[config.mk]
export PLATFORM = sky130hd
export DESIGN_NAME = pixel_readout_buffer_flat
export DESIGN_NICKNAME = d
export VERILOG_FILES = /design/src/rtl/pixel_readout_buffer_if.sv /design/src/rtl/pixel_readout_buffer.sv /design/src/flat_wrapper.sv
export SDC_FILE = /design/constraint.sdc
export NUM_CORES = 1
export LEC_CHECK = 0
export ABC_AREA = 1
export CAP_MARGIN = 20
export CORE_MARGIN = 4
export CORE_UTILIZATION = 32
export DETAILED_ROUTE_END_ITERATION = 10
export SYNTH_ARGS = -nofsm -noshare
export SYNTH_HDL_FRONTEND = slang
export SYNTH_SLANG_ARGS = --single-unit
[constraint.sdc]
create_clock -name clk -period 2.95 [get_ports clk]
set_input_delay 0.59 -clock clk [delete_from_list [all_inputs] [get_ports clk]]
set_output_delay 0.59 -clock clk [all_outputs]
set_load 0.01 [all_outputs]
[src/rtl/pixel_readout_buffer_if.sv]
// Pixel stream interface between pixel_readout_buffer and its consumer.
//
// Purpose : carries one pixel per transfer with a valid/ready handshake,
//           plus the pixel's frame coordinates and an end-of-frame marker.
// Signals : pix_valid  producer -> consumer  pix_data/row/col/last are meaningful
//           pix_ready  consumer -> producer  consumer accepts the pixel this cycle
//           pix_data   ADC_W-bit pixel value
//           pix_row    row of the pixel (0 or 1)
//           pix_col    column of the pixel (0..SIZE-1)
//           pix_last   final pixel of the frame
// Modports: master = pixel producer (the buffer), slave = pixel consumer.
interface pixel_readout_buffer_if #(
  parameter int SIZE  = 2,
  parameter int ADC_W = 8
);
  localparam int COL_W = $clog2(SIZE);

  logic             pix_valid;
  logic             pix_ready;
  logic [ADC_W-1:0] pix_data;
  logic             pix_row;
  logic [COL_W-1:0] pix_col;
  logic             pix_last;

  modport master (
    output pix_valid,
    output pix_data,
    output pix_row,
    output pix_col,
    output pix_last,
    input  pix_ready
  );

  modport slave (
    input  pix_valid,
    input  pix_data,
    input  pix_row,
    input  pix_col,
    input  pix_last,
    output pix_ready
  );
endinterface

[src/rtl/pixel_readout_buffer.sv]
// pixel_readout_buffer
//
// Purpose : captures ADC column samples during camera_control's readout phase,
//           assembles 2-row frames in one of two banks, and streams each
//           completed frame out one pixel per transfer. One bank fills while
//           the other drains.
// Ports   : clk        system clock, rising edge
//           reset      asynchronous, active-high; clears all control and outputs
//           nre1/nre2  active-low row enables (nre1 -> row 0, nre2 -> row 1)
//           adc        ADC convert strobe; its rising edge captures adc_data
//           erase      discards the partially captured frame
//           adc_data   SIZE column samples, column c at [c*ADC_W +: ADC_W]
//           clear_err  clears the sticky overflow / proto_err flags
//           pix        pixel stream (master side of pixel_readout_buffer_if)
//           frame_done one-cycle pulse when a frame finishes capture
//           overflow   sticky: a row capture was dropped, write bank full
//           proto_err  sticky: adc edge with both row enables asserted
// SIZE must be a power of two >= 2.
module pixel_readout_buffer #(
  parameter int SIZE  = 2,
  parameter int ADC_W = 8
) (
  input  logic                  clk,
  input  logic                  reset,
  input  logic                  nre1,
  input  logic                  nre2,
  input  logic                  adc,
  input  logic                  erase,
  input  logic [SIZE*ADC_W-1:0] adc_data,
  input  logic                  clear_err,
  pixel_readout_buffer_if.master pix,
  output logic                  frame_done,
  output logic                  overflow,
  output logic                  proto_err
);

  localparam int COL_W = $clog2(SIZE);

  typedef enum logic {
    IDLE   = 1'b0,
    STREAM = 1'b1
  } rd_state_t;

  // Frame storage: [bank][row][column]. Never read before written because a
  // bank is only streamed once its full flag is set.
  logic [ADC_W-1:0] mem [2][2][SIZE];

  // Capture-side control
  logic       adc_q;
  logic [1:0] row_valid, row_valid_nxt;
  logic [1:0] full, full_nxt;
  logic       wr_bank;

  logic cap_evt, row_hit, both_low, cap_row;
  logic complete, tgt_bank, cap_try, cap_ok, cap_drop;

  // Read-side control
  rd_state_t        state, state_nxt;
  logic             rd_bank;
  logic             load_first, advance, release_bank;
  logic             nxt_row;
  logic [COL_W-1:0] nxt_col;
  logic [ADC_W-1:0] nxt_data;
  logic             nxt_last;

  // Registered pixel outputs; they hold while idle or stalled.
  logic [ADC_W-1:0] pix_data_r;
  logic             pix_row_r;
  logic [COL_W-1:0] pix_col_r;
  logic             pix_last_r;

  // ---- capture decode ----
  assign cap_evt  = adc & ~adc_q;
  assign row_hit  = nre1 ^ nre2;
  assign both_low = ~nre1 & ~nre2;
  // With exactly one enable low, nre1 high means row 1 is selected.
  assign cap_row  = nre1;

  // A frame whose rows are both valid is committed on the following cycle
  // unless erase aborts it in that same cycle.
  assign complete = (&row_valid) & ~erase;
  // A capture landing in the commit cycle belongs to the next frame, which
  // lives in the other bank.
  assign tgt_bank = complete ? ~wr_bank : wr_bank;
  assign cap_try  = cap_evt & row_hit & ~erase;
  assign cap_ok   = cap_try & ~full[tgt_bank];
  assign cap_drop = cap_try &  full[tgt_bank];

  always_comb begin
    row_valid_nxt = row_valid;
    if (erase || complete) row_valid_nxt = '0;
    if (cap_ok) row_valid_nxt[cap_row] = 1'b1;
  end

  // Commit and release always target different banks: a bank still being
  // filled is never full, and only a full bank can be released.
  always_comb begin
    full_nxt = full;
    if (complete)     full_nxt[wr_bank] = 1'b1;
    if (release_bank) full_nxt[rd_bank] = 1'b0;
  end

  always_ff @(posedge clk or posedge reset) begin
    if (reset) begin
      adc_q      <= 1'b0;
      row_valid  <= '0;
      full       <= '0;
      wr_bank    <= 1'b0;
      frame_done <= 1'b0;
      overflow   <= 1'b0;
      proto_err  <= 1'b0;
    end else begin
      adc_q      <= adc;
      row_valid  <= row_valid_nxt;
      full       <= full_nxt;
      wr_bank    <= wr_bank ^ complete;
      frame_done <= complete;
      // A new error in the same cycle as clear_err stays set.
      overflow   <= cap_drop | (overflow & ~clear_err);
      proto_err  <= (cap_evt & both_low) | (proto_err & ~clear_err);
    end
  end

  always_ff @(posedge clk) begin
    if (cap_ok) begin
      for (int c = 0; c < SIZE; c++) begin
        mem[tgt_bank][cap_row][c] <= adc_data[c*ADC_W +: ADC_W];
      end
    end
  end

  // ---- read FSM ----
  always_ff @(posedge clk or posedge reset) begin
    if (reset) begin
      state   <= IDLE;
      rd_bank <= 1'b0;
    end else begin
      state   <= state_nxt;
      rd_bank <= rd_bank ^ release_bank;
    end
  end

  always_comb begin
    state_nxt    = state;
    load_first   = 1'b0;
    advance      = 1'b0;
    release_bank = 1'b0;
    unique case (state)
      IDLE: begin
        if (full[rd_bank]) begin
          state_nxt  = STREAM;
          load_first = 1'b1;
        end
      end
      STREAM: begin
        if (pix.pix_ready) begin
          if (pix_last_r) begin
            release_bank = 1'b1;
            state_nxt    = IDLE;
          end else begin
            advance = 1'b1;
          end
        end
      end
    endcase
  end

  // Next pixel position: row 0 columns first, then row 1.
  always_comb begin
    nxt_row = pix_row_r;
    nxt_col = pix_col_r;
    if (load_first) begin
      nxt_row = 1'b0;
      nxt_col = '0;
    end else if (pix_col_r == COL_W'(SIZE - 1)) begin
      nxt_row = 1'b1;
      nxt_col = '0;
    end else begin
      nxt_col = pix_col_r + COL_W'(1);
    end
  end

  assign nxt_data = mem[rd_bank][nxt_row][nxt_col];
  assign nxt_last = nxt_row & (nxt_col == COL_W'(SIZE - 1));

  always_ff @(posedge clk or posedge reset) begin
    if (reset) begin
      pix_data_r <= '0;
      pix_row_r  <= 1'b0;
      pix_col_r  <= '0;
      pix_last_r <= 1'b0;
    end else if (load_first || advance) begin
      pix_data_r <= nxt_data;
      pix_row_r  <= nxt_row;
      pix_col_r  <= nxt_col;
      pix_last_r <= nxt_last;
    end
  end

  assign pix.pix_valid = (state == STREAM);
  assign pix.pix_data  = pix_data_r;
  assign pix.pix_row   = pix_row_r;
  assign pix.pix_col   = pix_col_r;
  assign pix.pix_last  = pix_last_r;

endmodule

[src/flat_wrapper.sv]
// flat-port wrapper written by rule: the top's interface ports become plain ports
module pixel_readout_buffer_flat 
#(
  parameter int SIZE  = 2,
  parameter int ADC_W = 8
)
  (clk, reset, nre1, nre2, adc, erase, adc_data, clear_err, frame_done, overflow, proto_err, pix_pix_valid, pix_pix_data, pix_pix_row, pix_pix_col, pix_pix_last, pix_pix_ready);
  pixel_readout_buffer_if #(.SIZE(SIZE), .ADC_W(ADC_W)) pix_i ();
  input  logic clk;
  input  logic reset;
  input  logic nre1;
  input  logic nre2;
  input  logic adc;
  input  logic erase;
  input  logic [SIZE*ADC_W-1:0] adc_data;
  input  logic clear_err;
  output logic frame_done;
  output logic overflow;
  output logic proto_err;
  output wire logic [$bits(pix_i.pix_valid)-1:0] pix_pix_valid;
  output wire logic [$bits(pix_i.pix_data)-1:0] pix_pix_data;
  output wire logic [$bits(pix_i.pix_row)-1:0] pix_pix_row;
  output wire logic [$bits(pix_i.pix_col)-1:0] pix_pix_col;
  output wire logic [$bits(pix_i.pix_last)-1:0] pix_pix_last;
  input wire logic [$bits(pix_i.pix_ready)-1:0] pix_pix_ready;
  assign pix_pix_valid = pix_i.pix_valid;
  assign pix_pix_data = pix_i.pix_data;
  assign pix_pix_row = pix_i.pix_row;
  assign pix_pix_col = pix_i.pix_col;
  assign pix_pix_last = pix_i.pix_last;
  assign pix_i.pix_ready = pix_pix_ready;
  pixel_readout_buffer #(.SIZE(SIZE), .ADC_W(ADC_W)) u_core (.clk(clk), .reset(reset), .nre1(nre1), .nre2(nre2), .adc(adc), .erase(erase), .adc_data(adc_data), .clear_err(clear_err), .pix(pix_i), .frame_done(frame_done), .overflow(overflow), .proto_err(proto_err));
endmodule
Word-level counts from Yosys, hierarchy flattened
Memory sizes are Yosys's and may differ from the RTL's.
Cells that the tools add are included.

storage, ports and cells
  output and inout bits = 15
  logic and storage cells = 170
  bits in registers = 22
  RAM bits = 64
  memories kept = 1

memories
  memory      words  width  rd ports  clocked after memory_dff  write ports  RTL line                    source
  u_core.mem  2      32     1         0                         1            pixel_readout_buffer.sv:46  logic [ADC_W-1:0] mem [2][2][SIZE];

operators by class
  reduce and logical (&&, ||, !) cells = 7
  $add $sub $neg = 1
  multiplexer cells = 74
  order comparisons = 11
  bitwise logic cells = 63

operators with widths
  cell                                                                   number
  16-bit two-way mux                                                     4
  32-bit two-way mux                                                     2
  1-bit two-way mux                                                      54
  1-bit bitwise OR                                                       34
  16-bit demux with 1-bit select                                         2
  8-bit two-way mux                                                      4
  1-bit bitwise AND                                                      11
  1-bit by 2-bit < comparator with 1-bit output (second input constant)  4
  2-bit two-way mux                                                      4
  1-bit NOT                                                              8
  2-bit greater-or-equal comparator (second input constant)              3
  1-bit NOT with 2-bit output                                            3
  1-bit logical AND                                                      4
  2-bit bitwise OR                                                       2
  1-bit demux with 1-bit select                                          3
  1-bit greater-or-equal comparator (second input constant)              3
  1-bit XOR                                                              3
  2-bit bitwise AND                                                      1
  1-bit logical OR                                                       2
  2-bit by 1-bit < comparator with 1-bit output (second input constant)  1
  2-bit NOT                                                              1
  1-bit case mux with 2 select lines                                     1
  2-bit AND reduction                                                    1
  1-bit adder (second input constant)                                    1

Logic depth before layout (Yosys ltp)
  word-level depth = 12
  gate-level depth with buffers = 9
  mapped depth without buffers = 8

Worst setup path after synthesis
No wires, ideal clock.

  path kind = in2reg
  start point = input nre1
  end point = memory u_core.mem[0][0] (netlist name) (enable)
  arrival = 2.457 ns
  setup time = 0.389 ns
  cell stages on the path = 8
  slack = 0.104 ns
  buffers on the path = 2
  cell sequence = buf_2 > inv_2 > ha_1 > nand3_1 > nor2_2 > nand3_2 > buf_6 > nor2_1

on the way
  word-level cells in the longest chain between the ends = 7

RTL lines
  what                                                                                   RTL line                                                  source
  start, declared                                                                        flat_wrapper.sv:11                                        input logic nre1;
  1-bit NOT with 2-bit output (implied by the code) / 1-bit XOR (equally long branches)  pixel_readout_buffer.sv:127, pixel_readout_buffer.sv:74
  2-bit greater-or-equal comparator (implied by the code) (tied with other cells)        pixel_readout_buffer.sv:127                               mem[tgt_bank][cap_row][c] <= adc_data[c*ADC_W +: ADC_W];
  1-bit logical AND (implied by the code) / 1-bit bitwise AND (equally long branches)    pixel_readout_buffer.sv:127, pixel_readout_buffer.sv:85
  8-bit two-way mux (implied by the code) / 1-bit bitwise AND (equally long branches)    pixel_readout_buffer.sv:127, pixel_readout_buffer.sv:86
  16-bit demux with 1-bit select / 1-bit two-way mux (equally long branches)             pixel_readout_buffer.sv:127, pixel_readout_buffer.sv:125
  32-bit two-way mux (implied by the code)                                               pixel_readout_buffer.sv:127
  1-bit bitwise OR (no source line) *                                                    -
  end, declared                                                                          pixel_readout_buffer.sv:46

Every way passes the cells marked *; elsewhere a longest branch is shown, timed or not.

Final worst setup path
  start point = input nre1
  end point = memory u_core.mem[0][9] (netlist name) (enable)

on the way
  word-level cells in the longest chain between the ends = 7

RTL lines
  what                                                                                   RTL line
  1-bit NOT with 2-bit output (implied by the code) / 1-bit XOR (equally long branches)  pixel_readout_buffer.sv:127, pixel_readout_buffer.sv:74
  2-bit greater-or-equal comparator (implied by the code) (tied with other cells)        pixel_readout_buffer.sv:127
  1-bit logical AND (implied by the code) / 1-bit bitwise AND (equally long branches)    pixel_readout_buffer.sv:127, pixel_readout_buffer.sv:85
  16-bit two-way mux (implied by the code) / 1-bit bitwise AND (equally long branches)   pixel_readout_buffer.sv:127, pixel_readout_buffer.sv:86
  16-bit demux with 1-bit select / 1-bit two-way mux (equally long branches)             pixel_readout_buffer.sv:127, pixel_readout_buffer.sv:125
  32-bit two-way mux (implied by the code)                                               pixel_readout_buffer.sv:127
  1-bit bitwise OR (no source line) *                                                    -

Marked as above.

==> out/qor.yml <==
cp_max_fo: 16
die_h_um: 117
vias: 2612
h-tree-depth: 3
min_path_type: "flip-flop to flip-flop"
start_util_pct: 32.9
clkTransAtPathRegs_ns: 0.06
rsz0062_at_grt: "no"
place_hpwl_mm: 6.18
worstPathArrival_ns: 2.46
placementRows: 39
drv_slew: 0
cts_setup_buffers: 0
synth_top_cell_area_share_pct: 50.9
grt.total_usage_pct: 13.8
critPathLaunch: "nre1"
num_io_pins: 39
clock_path_buffers: 2
grt_max_degree: 37
crit_required_ns: 2.97
syn-mean-instance-area_um2: 10.3
setup_viol: 0
antenna_found_initial: 0
syn_to_final_growth_pct: 22.4
worstReg2RegStart: "u_core.row_valid[0]"
drc_errors: 0
end_kind: "flip-flop"
synth_warnings: 0
routed_wl_mm: 8.63
hold_buffers: 0
post_drt_wl_per_cell_um: 15.5
r2r-end: "u_core.mem[0][9]"
clock_latency_ns: 0.34
synth_area_um2: 3770
finalClockSkew_ns: 0.00875
clkSinkCount: 86
max_clock_freq_mhz: 409
period_share_pct: 82.8
cts-resized-gates: 0
r2r_cells: 8
worstMarginPinSlew_ns: 0.934
syn_nets: 390
dieArea_um2: 13600
gp_congestion: 0.771
slew_headroom_pct: 37.6
synthCells: 365
dr.pass1.iters: 4
synth_cell_types: 28
nets: 433
peakVddDrop_mv: 0.411
postRouteAntennaNets: 0
grt_pass1_wl_mm: 13.8
reg2reg_slack_ns: 1.04
synth_area_leaders: "edfxtp_1 51%, dfrtp_1 15%, nand2_1 9.5%, nor2_1 5.2%, o21ai_0 4.8%"
drive_gt1_share_pct: 8.72
power_density_nw_per_um2: 863
critPathKind: "input port to flip-flop"
period_needed_ns: 2.44
core_region_area_um2: 11500
ys_ff_latch: 86
outcome: "complete, no violations"
crit_path_end: "u_core.mem[0][9]"
hold_path_depth: 2
tritoncts: "yes"
drt_iter0_markers: 205
diodes: 0
vias_per_cell: 4.70
cts_made_buffers: 9
maxCapViolations: 0
io_buffer_count: 38
die_w_um: 117
grt_pass1_vias: 2620
hold_viol_final: 0
synth_top_area_cell: "edfxtp_1"
synth_seq_area_share_pct: 65.5
overflow: 0
p_total_mw: 3.99
cts_root_buf: "clkbuf_16"
power_leakage_nw: 1.90
start_kind: "input port"
tns_ns: 0
## cells in the mapped netlist
cell and instances:
nand2_1 96, dfrtp_1 22, buf_4 5, nor3_1 1, buf_6 3, nand4_1 17, nor2_2 2, nand3_2 4
o21ai_0 36, inv_2 3, mux2i_1 1, buf_2 4, xor2_1 1, clkbuf_1 1, ha_1 1, nand3_1 7
o21ai_1 1, edfxtp_1 64, a22oi_1 2, a21oi_1 3, o22ai_1 2, nand2_4 1, o21ai_4 1, clkbuf_2 1
nor2_1 52, or2_2 1, o211ai_1 5, inv_1 28
## layout by cell type (no fill, tap or decap), types with 3 or more instances in the layout
cell type        count
nor2_1              52
dfrtp_1             22
edfxtp_1            64
o211ai_1             5
inv_1               28
inv_2                3
nand3_2              4
clkbuf_16            9
a21oi_1              3
nand3_1              7
o21ai_0             36
clkdlybuf4s50_1     38
nand2_1             96
nand4_1             17
buf_4                8
inv_6                4
## stage by stage
step / hold WS (ns) / utilization, % / cell area, µm² / instances / setup WS (ns)
finish: 0.487 / 40.3 / 4620 / 556 / 0.506
global route: 0.506 / 40.3 / 4620 / 556 / 0.327
CTS: 0.493 / 40.3 / 4620 / 556 / 0.506
detailed placement: 0.475 / 37.4 / 4290 / 540 / 0.147
global placement: 0.471 / 37.4 / 4290 / 540 / 0.205
floorplan: 0.461 / - / 3770 / 365 / 0.104
## where the power goes
part | total, mW | switching (mW) | internal, mW
clock network | 1.23 | 0.475 | 0.753
registers | 1.53 | 0.106 | 1.43
logic | 1.23 | 0.764 | 0.463
total | 3.99 | 1.35 | 2.64
## cell type report
class	count	area (µm²)
inverter	31	116
sequential	86	2470
multi-input combinational	234	1080
timing repair buffer	46	440
fill	1094	6850
tap	143	179
clock inverter	7	103
clock buffer	9	225
## registers in the layout, summed over array words and instances (netlist names)
signal,cells
u_core.overflow,1
u_core.pix.pix_valid,1
u_core.pix.pix_row,1
u_core.frame_done,1
u_core.pix.pix_last,1
u_core.pix.pix_data,8
u_core.mem,64
u_core.row_valid,2
u_core.rd_bank,1
u_core.wr_bank,1
u_core.proto_err,1
u_core.adc_q,1
u_core.full,2
u_core.pix.pix_col,1
## how the worst min path moves through the flow
stage / startpoint / endpoint / slack, ns
detailed placement: u_core.pix.pix_data[3] / u_core.pix.pix_data[3] / 0.47
floorplan: u_core.mem[0][25] / u_core.pix.pix_data[1] / 0.46
CTS: u_core.pix.pix_data[3] / u_core.pix.pix_data[3] / 0.49
global placement: u_core.pix.pix_data[3] / u_core.pix.pix_data[3] / 0.47
global route: u_core.pix.pix_data[6] / u_core.pix.pix_data[6] / 0.51
finish: u_core.pix.pix_data[3] / u_core.pix.pix_data[3] / 0.49
## cells by family after synthesis
| family | after synthesis | share of synthesized area [%] |
|---|---|---|
| xor+xnor | 1 | 0.232 |
| flops | 86 | 65.5 |
| fa+ha+maj | 1 | 0.332 |
| mux | 1 | 0.265 |
| buf+inv | 45 | 5.74 |
| simple gates | 181 | 20.5 |
| compound gates | 50 | 7.46 |
## critical path, cell delays in order
cell and delay [ns]:
clkdlybuf4s50_1 0.49, inv_2 0.09, ha_1 0.29, nand3_1 0.08, nor2_2 0.26, nand3_2 0.24, nor2_1 0.15, buf_4 0.26
## per-layer routing
layer | vias up | track usage, % | wire length, µm
met4 | 0 | 4.97 | 142
met5 | - | 0 | 0
li1 | 1317 | - | -
met3 | 14 | 3.99 | 557
met1 | 1214 | 17.8 | 3720
met2 | 67 | 22.1 | 4210
No activity file was read; power rests on OpenSTA's default activity.
